<file path="config.mk">
export PLATFORM = sky130hd
export DESIGN_NAME = sequenciador_servo
export DESIGN_NICKNAME = d
export VERILOG_FILES = /design/src/rtl/sequenciador_servo.sv
export SDC_FILE = /design/constraint.sdc
export NUM_CORES = 1
export LEC_CHECK = 0
export BUFFER_PORTS_ARGS = -buffer_cell sky130_fd_sc_hd__buf_2
export CAP_MARGIN = 25
export CORE_AREA = 2 2 89 91
export DETAILED_ROUTE_END_ITERATION = 10
export DIE_AREA = 0 0 91 93
export REMOVE_ABC_BUFFERS = 1
export SYNTH_ARGS = -nofsm -noshare
export SYNTH_HDL_FRONTEND = slang
export SYNTH_SLANG_ARGS = --single-unit
</file>
<file path="constraint.sdc">
create_clock -name clock -period 3 [get_ports clock]
set_input_delay 0.6 -clock clock [delete_from_list [all_inputs] [get_ports clock]]
set_output_delay 0.6 -clock clock [all_outputs]
set_load 0.03 [all_outputs]
</file>
<file path="src/rtl/sequenciador_servo.sv">
// sequenciador_servo: sweeps the 2-bit servo position 00->01->10->11->10->01->00.
// Each position is held for DWELL clock cycles. After the sweep the block either
// stops (single sweep) or keeps oscillating (continuous mode).
//
// state     | meaning
// ----------+-----------------------------------------------------------
// INICIAL   | idle, posicao=00, waits for iniciar (without parar)
// POSICIONA | sweeping, dwell counter running, ocupado=1
// FINAL     | single sweep finished, one-cycle fim pulse
module sequenciador_servo #(
    parameter int DWELL = 50_000_000
) (
    input  logic       clock,
    input  logic       reset,
    input  logic       iniciar,
    input  logic       parar,
    input  logic       continuo,
    output logic [1:0] posicao,
    output logic       ocupado,
    output logic       fim,
    output logic [3:0] db_estado
);

    localparam int CW = (DWELL > 1) ? $clog2(DWELL) : 1;
    localparam logic [CW-1:0] CONT_TC = CW'(DWELL - 1);

    typedef enum logic [3:0] {
        INICIAL   = 4'b0000,
        POSICIONA = 4'b0001,
        FINAL     = 4'b0010
    } estado_t;

    logic          rst_meta_q;
    logic          rst_sync_q;

    estado_t       estado_q, estado_d;
    logic [1:0]    posicao_q, posicao_d;
    logic          sentido_q, sentido_d;
    logic [CW-1:0] contador_q, contador_d;
    logic          ocupado_q, ocupado_d;
    logic          fim_q, fim_d;

    // Reset asserts immediately, releases two clock edges later in sync with clock.
    always_ff @(posedge clock or negedge reset) begin
        if (!reset) begin
            rst_meta_q <= 1'b0;
            rst_sync_q <= 1'b0;
        end else begin
            rst_meta_q <= 1'b1;
            rst_sync_q <= rst_meta_q;
        end
    end

    // Next-state, position, direction and dwell counter; parar wins over everything.
    always_comb begin
        estado_d   = estado_q;
        posicao_d  = posicao_q;
        sentido_d  = sentido_q;
        contador_d = contador_q;
        case (estado_q)
            INICIAL: begin
                posicao_d  = 2'b00;
                sentido_d  = 1'b0;
                contador_d = '0;
                if (iniciar && !parar) begin
                    estado_d = POSICIONA;
                end
            end
            POSICIONA: begin
                if (parar) begin
                    estado_d   = INICIAL;
                    posicao_d  = 2'b00;
                    sentido_d  = 1'b0;
                    contador_d = '0;
                end else if (contador_q == CONT_TC) begin
                    contador_d = '0;
                    if (!sentido_q) begin
                        if (posicao_q != 2'b11) begin
                            posicao_d = posicao_q + 2'd1;
                        end else begin
                            posicao_d = 2'b10;
                            sentido_d = 1'b1;
                        end
                    end else if (posicao_q != 2'b00) begin
                        posicao_d = posicao_q - 2'd1;
                    end else if (continuo) begin
                        // restart upward without a second dwell at 00
                        posicao_d = 2'b01;
                        sentido_d = 1'b0;
                    end else begin
                        estado_d = FINAL;
                    end
                end else begin
                    contador_d = contador_q + 1'b1;
                end
            end
            FINAL: begin
                estado_d   = INICIAL;
                posicao_d  = 2'b00;
                sentido_d  = 1'b0;
                contador_d = '0;
            end
            default: begin
                estado_d   = INICIAL;
                posicao_d  = 2'b00;
                sentido_d  = 1'b0;
                contador_d = '0;
            end
        endcase
        ocupado_d = (estado_d == POSICIONA);
        fim_d     = (estado_d == FINAL);
    end

    // State and registered outputs.
    always_ff @(posedge clock or negedge rst_sync_q) begin
        if (!rst_sync_q) begin
            estado_q   <= INICIAL;
            posicao_q  <= 2'b00;
            sentido_q  <= 1'b0;
            contador_q <= '0;
            ocupado_q  <= 1'b0;
            fim_q      <= 1'b0;
        end else begin
            estado_q   <= estado_d;
            posicao_q  <= posicao_d;
            sentido_q  <= sentido_d;
            contador_q <= contador_d;
            ocupado_q  <= ocupado_d;
            fim_q      <= fim_d;
        end
    end

    assign posicao   = posicao_q;
    assign ocupado   = ocupado_q;
    assign fim       = fim_q;
    assign db_estado = estado_q;

endmodule

</file>
Word-level counts from Yosys, hierarchy flattened. Index checks and enable logic that the tools add are counted.

Add/sub/neg operators: 3. Equality and inequality tests: 7. Muxes and demuxes: 24. Reduce and logical (&&, ||, !) cells: 5.

Operators with widths (count): $mux W26 (3); $add A26 B1 Y26 const B (1); $eq A26 B26 Y1 const B (1); $mux W4 (6); $mux W2 (7); $eq A4 B1 Y1 const B (2); $pmux W4 S2 (1); $mux W1 (7); $ne A5 B5 Y1 const B (1); $eq A4 B2 Y1 const B (1); $logic_not A4 Y1 (1); $ne A3 B3 Y1 const B (1); $add A2 B1 Y2 const B (1); $ne A2 B2 Y1 const B (1); $reduce_and A2 Y1 (1); $reduce_bool A2 Y1 (1); $sub A2 B1 Y2 const B (1); $logic_and A1 B1 Y1 (1); $logic_not A1 Y1 (1).

Logic and storage cells: 47. Output and inout port bits: 8. Input port bits: 5. Register bits: 37.

Logic depth before layout (Yosys ltp).
Word-level depth: 7. Gate-level depth with buffers: 7.

Worst setup path before layout. Ideal clock, no wire load.

Path type: input -> register. Start point: in parar. End point: reg contador_q[18]. Data required time: 2923 ps. Slack: 1269 ps. Arrival time: 1654 ps. Stages: 5. Cell sequence: nor4_1 > nand2_1 > a21o_2 > buf_2 > a21oi_1.

Longest elaborated chain between the ends: 2.

Ends and longest elaborated chain: start: declaration (RTL line 16) `input logic parar,`; $mux W26 (RTL line 70) `if (parar) begin`; $mux W26 (RTL line 60) `case (estado_q)`; via contador_d[18] (RTL line 39) `logic [CW-1:0] contador_q, contador_d;`; end signal: assignment (RTL line 127) `contador_q <= contador_d;`; end: declaration (RTL line 39).

The timed path passes the listed nets, and every way through them passes these cells. A chain may end at the register's enable or synchronous reset.

Worst setup path in the final report.
Start point: reg contador_q[0]. End point: reg contador_q[10].

Longest elaborated chain between the ends: 4.

Ends and longest elaborated chain: $add A26 B1 Y26 / $eq A26 B26 Y1 (equally long branches) (RTL line 94, 75); $mux W26 * (RTL line 75) `end else if (contador_q == CONT_TC) begin`; $mux W26 * (RTL line 70); $mux W26 * (RTL line 60); via contador_d[10] (RTL line 39).

Mark *: on every way through the listed nets, which the timed path passes. The rest lies on a longest branch.

==> results.yml <==
run_status:
  status: "finished clean"
setup_path:
  reg2reg_depth: 5
  startpoint_type: "flop"
  critPathLaunch: "contador_q[0]$_DFF_PN0_"
  required_ns: 3.15
  critPathCaptureType: "flop"
  r2r_start: "contador_q[0]$_DFF_PN0_"
  path_class: "flop to flop"
  crit_arrival_ns: 2.14
  cp_max_fo: 25
cts:
  post_cts_buffers: 0
  clockRootBuffer: "clkbuf_8"
  cts_tree: "built"
  postCtsResizedCells: 0
  clock_latency_ns: 0.29
  clk_path_buf_depth: 2
  cts_sinks: 37
  cts_htree_levels: 2
  clk_pin_slew_ns: 0.07
  cts.hold.buffers_added: 0
  numCtsBuffers: 5
routing:
  drcViolationCount: 0
  detail-route-antenna-nets: 0
  via_per_inst: 4.81
  avgRoutedWirePerCell_um: 12.4
  routed_wl_um: 3750
  via_count: 1452
  drt-initial-drc-count: 123
  drt_pass1_iterations: 4
grt:
  grt_usage_pct: 9.57
  grt_max_degree: 26
  grt_pass1_wl_um: 6620
  antenna_found_initial: 0
  grt_pass1_vias: 1386
  globalRouteOverflowTotal: 0
timing:
  fin_crit_sh_pct: 66.4
  max-slew-margin-rel_pct: 50.6
  setup_viol: 0
  tightest_slew_ns: 0.741
  maxSlewViolCount: 0
  setup_tns_ns: 0
  fmax_mhz: 502
  hold_viol_final: 0
  fin_skew_ns: 0.0116
  finalCriticalPeriod_ns: 1.99
  rsz0062_at_grt: "no"
synthesis:
  synth_area_per_cell_um2: 10.0
  async_reset_ff_share_pct: 100
  syn_inst: 184
  ys_warn_count: 0
  synthXorXnorAreaFrac_pct: 5.71
  synth_top_family_by_area: "simple AND/OR/NAND/NOR gates"
  synth_top_area_share_pct: 50.3
  synth_fa_ha_area_share_pct: 0.679
  synth_area_um2: 1840
  synth_area_leaders: "dfrtp_1 50%, xor2_1 3.8%, a21oi_1 3.3%"
  synth_top_area_cell: "dfrtp_1"
  ys_ff_latch: 37
  synth_most_common_cell: "dfrtp_1"
  synthDistinctLibCells: 40
  synth_edf_count: 0
  synthMuxAreaShare_pct: 0
  synth_compound_area_share_pct: 12.0
  synth_common_cells: "37 x dfrtp_1, 14 x nor2_1, 12 x a21oi_1, 12 x nand3_1, 9 x nand4_1"
  yosysSeqAreaShare_pct: 50.3
  synthSimpleGateAreaFrac_pct: 27.6
  synth_ff_type: "dfrtp_1"
floorplan:
  core_area_um2: 7530
  rows: 32
  die_w_um: 91
  start_util_pct: 24.5
  die_h_um: 93
  die-area_um2: 8460
  io_pins: 13
layout:
  antenna_cells: 0
  fin_cells: 302
  area_growth_pct: 15.1
  drive_gt1_share_pct: 15.0
  final_nets: 205
placement:
  dp_hpwl_um: 2570
  place_inst: 294
  gp_congestion: 0.799
  portBuffers: 12
flow_run:
  cap_violations: 0
pwr:
  p_leak_nw: 0.817
  powerDensity_nw_per_um2: 458
  peakVddDrop_mv: 0.161
worst_hold_path:
  hold_class: "primary input to async pin"
-- logic make-up after synthesis --
| logic type | after synthesis |
|---|---|
| compound gates | 36 |
| buf+inv | 12 |
| other cells | 2 |
| simple gates | 84 |
| xor+xnor | 12 |
| flops | 37 |
| fa+ha+maj | 1 |
-- power breakdown --
part	switching (mW)	internal [mW]
sequential	0.00595	0.502
combinational	0.0132	0.00539
clock	0.174	0.271
total	0.193	0.778
-- cell usage in the layout, fill, tap and decap left out, drive strengths merged --
master  instances
o31ai           8
o21ai           8
conb            3
nand4b          1
o41ai           1
inv             6
a21o            1
nor4            6
nor3            1
xor2            8
xnor2           4
a21boi          2
nand2b          1
clkbuf          7
nor4b           1
and4            5
and3            8
a211oi          1
a21oi          13
bufinv          1
or4             9
nand4          10
buf            13
a31oi           2
ha              1
or3             4
nand2          10
dfrtp          37
and2            1
nand3          12
nor2           14
nor2b           1
-- critical path, cell delays in order (launching register included) --
cell and delay (ns):
dfrtp_1 0.44, ha_1 0.23, and2_1 0.30, and4_1 0.32
a21o_2 0.46, nor2_1 0.11
-- flip-flops by register name, summed over array words and instances (netlist names) --
register	cells
posicao	2
contador_q	26
sentido_q	1
ocupado	1
db_estado	4
fim	1
rst_meta_q	1
rst_sync_q	1
-- per-stage QoR --
| step | power [mW] | utilization (%) | worst slack (ns) | cell area, um^2 | hold WS [ns] |
|---|---|---|---|---|---|
| 2_1_floorplan | 0.527 | - | 1.31 | 1810 | 0.304 |
| 3_3_place_gp | 0.537 | 26.6 | 1.00 | 2000 | 0.310 |
| 3_5_place_dp | 0.538 | 26.6 | 0.922 | 2000 | 0.338 |
| 4_1_cts | 0.986 | 28.2 | 0.982 | 2120 | 0.0684 |
| 5_1_grt | 1.02 | 28.2 | 0.818 | 2120 | 0.0699 |
| 6_report | 0.972 | 28.2 | 1.01 | 2120 | 0.0815 |
-- layer usage --
| metal | wire length, um | vias up | global-route usage, % |
|---|---|---|---|
| li1 | - | 714 | - |
| met1 | 1870 | 706 | 13.6 |
| met2 | 1720 | 30 | 14.2 |
| met3 | 148 | 2 | 2.50 |
| met4 | 14 | 0 | 3.03 |
| met5 | 0 | - | 0 |
-- worst paths after layout --
kind                                            end  slack (ns)
min in group clock             rst_sync_q$_DFF_PN0_        0.35
min                            rst_meta_q$_DFF_PN0_        0.08
max                        contador_q[10]$_DFF_PN0_        1.01
max in group asynchronous  contador_q[19]$_DFF_PN0_        1.96
max reg2reg                contador_q[10]$_DFF_PN0_        1.01
min reg2reg                 contador_q[2]$_DFF_PN0_        0.31
-- cell type report --
| type | instances | area [um^2] |
|---|---|---|
| multi-input combinational | 136 | 860 |
| inverter | 6 | 22.5 |
| clock inverter | 1 | 30.0 |
| clock buffer | 7 | 86.3 |
| tap | 102 | 128 |
| sequential | 37 | 926 |
| fill | 841 | 5410 |
| timing repair buffer | 13 | 67.6 |
Note: power is estimated with default switching activity, not from simulation.
